File: src/rtl/cgra_load_sequencer.sv
// Host-side command sequencer for the CGRA core.
// Each accepted command streams cmd_len_in words from a valid/ready stream into one
// of four core write ports at consecutive addresses. It can then pulse core start,
// wait for the completion level and report done.
// Optional build macro: CGRA_SEQ_TIMEOUT_EN bounds the WAIT state to TIMEOUT_CYCLES
// cycles and reports expiry on err_out. When the macro is undefined, err_out is tied low.
module cgra_load_sequencer #(
  parameter int unsigned ADDR_W         = 16,
  parameter int unsigned DATA_W         = 32,
  parameter int unsigned LEN_W          = 12,
  parameter int unsigned TIMEOUT_CYCLES = 65535
) (
  input  logic              CLK,
  input  logic              RST,
  input  logic              cmd_valid_in,
  output logic              cmd_ready_out,
  input  logic [1:0]        cmd_target_in,
  input  logic [ADDR_W-1:0] cmd_base_in,
  input  logic [LEN_W-1:0]  cmd_len_in,
  input  logic              cmd_run_in,
  input  logic              s_valid_in,
  input  logic [DATA_W-1:0] s_data_in,
  output logic              s_ready_out,
  output logic [3:0]        wr_en_out,
  output logic [ADDR_W-1:0] wr_addr_out,
  output logic [DATA_W-1:0] wr_data_out,
  output logic              core_start_out,
  input  logic              core_complete_in,
  output logic              busy_out,
  output logic              done_out,
  output logic              err_out
);

  // Wide enough to hold TIMEOUT_CYCLES-1. In the default build, the counter stops at 2.
  localparam int unsigned WaitW = (TIMEOUT_CYCLES > 4) ? $clog2(TIMEOUT_CYCLES) : 2;

  typedef enum logic [2:0] {StIdle, StLoad, StStart, StWait, StDone} state_e;

  state_e            state_q;
  logic [1:0]        tgt_q;
  logic [ADDR_W-1:0] base_q;
  logic [LEN_W-1:0]  len_q;
  logic [LEN_W-1:0]  cnt_q;
  logic              run_q;
  logic [WaitW-1:0]  wait_cnt_q;

  logic load_hs;
  logic last_word;
  logic wait_open;

  assign load_hs   = (state_q == StLoad) && s_valid_in;
  assign last_word = (cnt_q == len_q - LEN_W'(1));
  // core_complete_in is still stale from the previous run for the first two WAIT cycles.
  assign wait_open = (wait_cnt_q >= WaitW'(2));

`ifdef CGRA_SEQ_TIMEOUT_EN
  logic err_q;
  assign err_out = err_q;
`else
  assign err_out = 1'b0;
`endif

  // Command FSM: latches the command, counts words and paces start/wait/done.
  always_ff @(posedge CLK or negedge RST) begin
    if (!RST) begin
      state_q    <= StIdle;
      tgt_q      <= 2'd0;
      base_q     <= '0;
      len_q      <= '0;
      cnt_q      <= '0;
      run_q      <= 1'b0;
      wait_cnt_q <= '0;
`ifdef CGRA_SEQ_TIMEOUT_EN
      err_q      <= 1'b0;
`endif
    end else begin
      unique case (state_q)
        StIdle: begin
          if (cmd_valid_in) begin
            tgt_q  <= cmd_target_in;
            base_q <= cmd_base_in;
            len_q  <= cmd_len_in;
            run_q  <= cmd_run_in;
            cnt_q  <= '0;
`ifdef CGRA_SEQ_TIMEOUT_EN
            err_q  <= 1'b0;
`endif
            if (cmd_len_in != '0) begin
              state_q <= StLoad;
            end else if (cmd_run_in) begin
              state_q <= StStart;
            end else begin
              state_q <= StDone;
            end
          end
        end
        StLoad: begin
          if (s_valid_in) begin
            cnt_q <= cnt_q + LEN_W'(1);
            if (last_word) begin
              state_q <= run_q ? StStart : StDone;
            end
          end
        end
        StStart: begin
          wait_cnt_q <= '0;
          state_q    <= StWait;
        end
        StWait: begin
          if (wait_open && core_complete_in) begin
            state_q <= StDone;
`ifdef CGRA_SEQ_TIMEOUT_EN
          end else if (wait_cnt_q == WaitW'(TIMEOUT_CYCLES - 1)) begin
            state_q <= StDone;
            err_q   <= 1'b1;
          end else begin
            wait_cnt_q <= wait_cnt_q + WaitW'(1);
          end
`else
          end else if (!wait_open) begin
            wait_cnt_q <= wait_cnt_q + WaitW'(1);
          end
`endif
        end
        StDone: begin
          state_q <= StIdle;
        end
        default: begin
          state_q <= StIdle;
        end
      endcase
    end
  end

  // Outputs are decoded from state, and the write port passes the stream word straight through on a handshake.
  always_comb begin
    cmd_ready_out  = (state_q == StIdle);
    s_ready_out    = (state_q == StLoad);
    core_start_out = (state_q == StStart);
    busy_out       = (state_q != StIdle);
    done_out       = (state_q == StDone);
    wr_en_out      = 4'b0000;
    wr_addr_out    = '0;
    wr_data_out    = '0;
    if (load_hs) begin
      wr_en_out[tgt_q] = 1'b1;
      wr_addr_out      = base_q + ADDR_W'(cnt_q);
      wr_data_out      = s_data_in;
    end
  end

endmodule

File: config.mk
export PLATFORM = sky130hd
export DESIGN_NAME = cgra_load_sequencer
export DESIGN_NICKNAME = d
export VERILOG_FILES = /design/src/rtl/cgra_load_sequencer.sv
export SDC_FILE = /design/constraint.sdc
export NUM_CORES = 1
export LEC_CHECK = 0
export ABC_AREA = 1
export BUFFER_PORTS_ARGS = -buffer_cell sky130_fd_sc_hd__buf_2
export CELL_PAD_IN_SITES_DETAIL_PLACEMENT = 0
export CELL_PAD_IN_SITES_GLOBAL_PLACEMENT = 1
export CORE_MARGIN = 1.5
export CORE_UTILIZATION = 35
export CTS_CLUSTER_DIAMETER = 200
export CTS_CLUSTER_SIZE = 40
export DETAILED_ROUTE_END_ITERATION = 8
export HOLD_SLACK_MARGIN = 0.15
export PLACE_DENSITY_LB_ADDON = 0.05
export SYNTH_ARGS = -nofsm -noshare
export SYNTH_HDL_FRONTEND = slang
export SYNTH_SLANG_ARGS = --single-unit
File: constraint.sdc
create_clock -name CLK -period 4.7 [get_ports CLK]
set_clock_uncertainty 0.2 [all_clocks]
set_input_delay 0 -clock CLK [delete_from_list [all_inputs] [get_ports CLK]]
set_output_delay 0 -clock CLK [all_outputs]
set_load 0.01 [all_outputs]
==> run metrics <==
# setup viols final 0; Vias 4386; CTS Buf Count 9; gpl congestion 0.834; top post-synthesis cells by count nand2_1, inv_1, nor2_1; dpl ws 1970 ps; Worst Slack Setup Final 1820 ps; Avg WL per Cell 12.4 µm; Starting DRT DRC Count 166; setup bufs post-CTS 0; buffer depth of the longest clock path 2; GR Util met3 4.08%; kind of cell adding the most delay to the critical path adder cells; Tcrit/Tclk final 61.2%; asr flop ratio synth 100%; met2 Use GR 32.8%; CP Cell Sequence ha_1 > fa_1 > nand3_1 > nand3_1 > a21boi_0 > o21ai_0 > inv_1 > o21ai_0 > nand2_1 > nand2_1 > nor2_1 > buf_2; global-route wire length before repair 19800 µm; vias per cell 4.61; Final Hold Viols 0; P per Cell Area 458 mW/mm²; CP Class flip-flop to output pin; sequential area share after synthesis 37.5%; Clk pin slew, worst setup/hold paths 60 ps; number of global-route vias before repair 4340; Yosys reg bits 62; CORE AREA 0.0115 mm²; most numerous cell in the Yosys netlist nand2_1; CP max stage delay 440 ps; EDFF count, synth 0; Non-Filler Instances 951; TritonCTS sink count 62; Tot GR Track Use 19.5%; Achievable Freq 0.348 GHz; Syn Nets 700; drt pass-1 iters 5; overall routed net length 11800 µm; CTS tree yes; pins over their slew limit 0; post-route ant nets 0; WP buf/inv 2; Post-CTS Resized 0; Clk Latency, worst-skew pair 330 ps; area leader, netlist dfrtp_1; diode count 0; max cap viols 0; drt drc 0; Ys Warns 0; worst-path fanout max 6; startpoint types flip-flop; Synth Cell Area 0.00414 mm²; post-route setup TNS 0 ps; GRT met1 Usage 25.0%; Critical Path Sink Type output pin; WP data arrival 2680 ps; total gr overflow 0; die height 112 µm; Final Critical Period 2880 ps; critical path's slowest cell dfrtp_1; Synth area leaders dfrtp_1, nand2_1, inv_1; Mapped Cells 615; synthesized area per cell 6.74 µm²; Port Buffer Count 124; layout cell share with drive strength beyond 1 19.7%; Rel. slew slack 39.6%; Core Rows 39; Yosys top cell area share 37.5%; die area 0.0125 mm²; gr busiest metal met2; H-tree depth 3; pin slew with the least headroom to its limit 902 ps; WP data required 4500 ps; Chip Width 112 µm; initial antenna violation count 0; largest net degree at the start of global routing 63; clock root cell clkbuf_16; unrepaired setup endpoints after global routing no; Post-DP HPWL 8170 µm; P&R area growth vs syn 41.3%; Hold Crit Class input port to asynchronous set/reset pin; ys flop type dfrtp_1; post-synth cell types 38; I/O pins 126; initial core utilization 36.1%; Max VDD drop 0.284 mV; DP Cell Count 868; status finished clean; leakage 3.27 nW; NumNets Final 889
-- state kept, by name, indices dropped and copies added (netlist names) --
register / count
wait_cnt_q: 16
state_q: 3
cnt_q: 12
base_q: 16
tgt_q: 2
len_q: 12
run_q: 1
-- cells by family after synthesis --
logic type,after synthesis,synth area share (%)
AND/OR/NAND/NOR,327,34.0
flip-flops,62,37.5
AO/OA/AOI/OAI,76,9.88
adder cells (fa/ha/maj),17,5.32
XOR/XNOR,9,1.90
buffers and inverters,123,11.3
other,1,0.0905
-- repair_timing --
item,CTS,global route
hold buffers,68,0
endpoints found under the hold margin,128,0
setup endpoints to repair,0,0
-- path summary, 6_finish.rpt --
check	from	end	slack [ps]	cells past startpoint
setup / recovery	cnt_q[0]$_DFFE_PN0P_	wr_addr_out[10]	1820	12
hold / removal	RST	wait_cnt_q[9]$_DFFE_PN0P_	170	3
setup reg to reg	state_q[0]$_DFFE_PN0P_	state_q[1]$_DFFE_PN0P_	1880	9
hold reg to reg	wait_cnt_q[3]$_DFFE_PN0P_	wait_cnt_q[3]$_DFFE_PN0P_	290	2
max in group asynchronous	RST	len_q[4]$_DFFE_PN0P_	3590	3
min in group CLK	cmd_base_in[10]	base_q[10]$_DFFE_PN0P_	190	4
-- final cells by class --
cell class	count	area, µm²
multi-input cells	430	2120
flip-flops and latches	62	1550
repair buffers	193	1310
clock buffers	9	225
well taps	143	179
clock inverters	6	63.8
inverters	108	405
fillers	1157	5610
-- power breakdown --
part / switching (W) / total [W] / internal, W
Combinational: 0.000742 / 0.00119 / 0.000445
Sequential: 0.000152 / 0.000842 / 0.000690
Clock: 0.000249 / 0.000655 / 0.000406
-- routing by layer --
layer	part of all wire (%)	up-vias
met2	45	122
met5	0	-
met1	47	1945
met4	1.7	0
met3	5.3	14
li1	-	2305
-- cells in the final DEF (no fill, tap or decap), types with 2 or more instances in the layout --
master           n
dlygate4sd3_1   68
o21a_1           2
xor2_1           6
a21o_1           2
buf_2          124
clkinv_2         2
nor3_2           2
nor2_2           2
ha_1            16
clkbuf_16        9
dfrtp_1         62
nor2_4           2
nor3_1          14
nor3_4           2
clkinvlp_4       2
nor2_1          98
o21ai_0         30
nor4_1           3
inv_1          103
inv_2            5
nand3_1         31
nand2_2          5
xnor2_1          3
o22ai_1          2
a21oi_1         29
nand2_1        151
o21ai_1          5
nand4_1         14
-- through the flow --
step           cell area, µm²  total power, W  utilization (%)  hold slack (ps)
2_1_floorplan            4140         0.00165                -             -496
3_3_place_gp             4890         0.00197             42.6            -3.30
3_5_place_dp             4890         0.00199             42.6         -0.00233
4_1_cts                  5860         0.00271             51.1              192
5_1_grt                  5860         0.00295             51.1              220
6_report                 5860         0.00268             51.1              174
-- worst reg2reg max path, stage by stage, from the launching register on --
cell	delay, ps
dfrtp_1	420
inv_2	100
nor3_4	280
inv_1	180
o22ai_1	150
dlygate4sd3_1	580
nor3_1	80
nand3_1	90
nand2_1	60
dlygate4sd3_1	560
(Power assumes the default switching activity.)
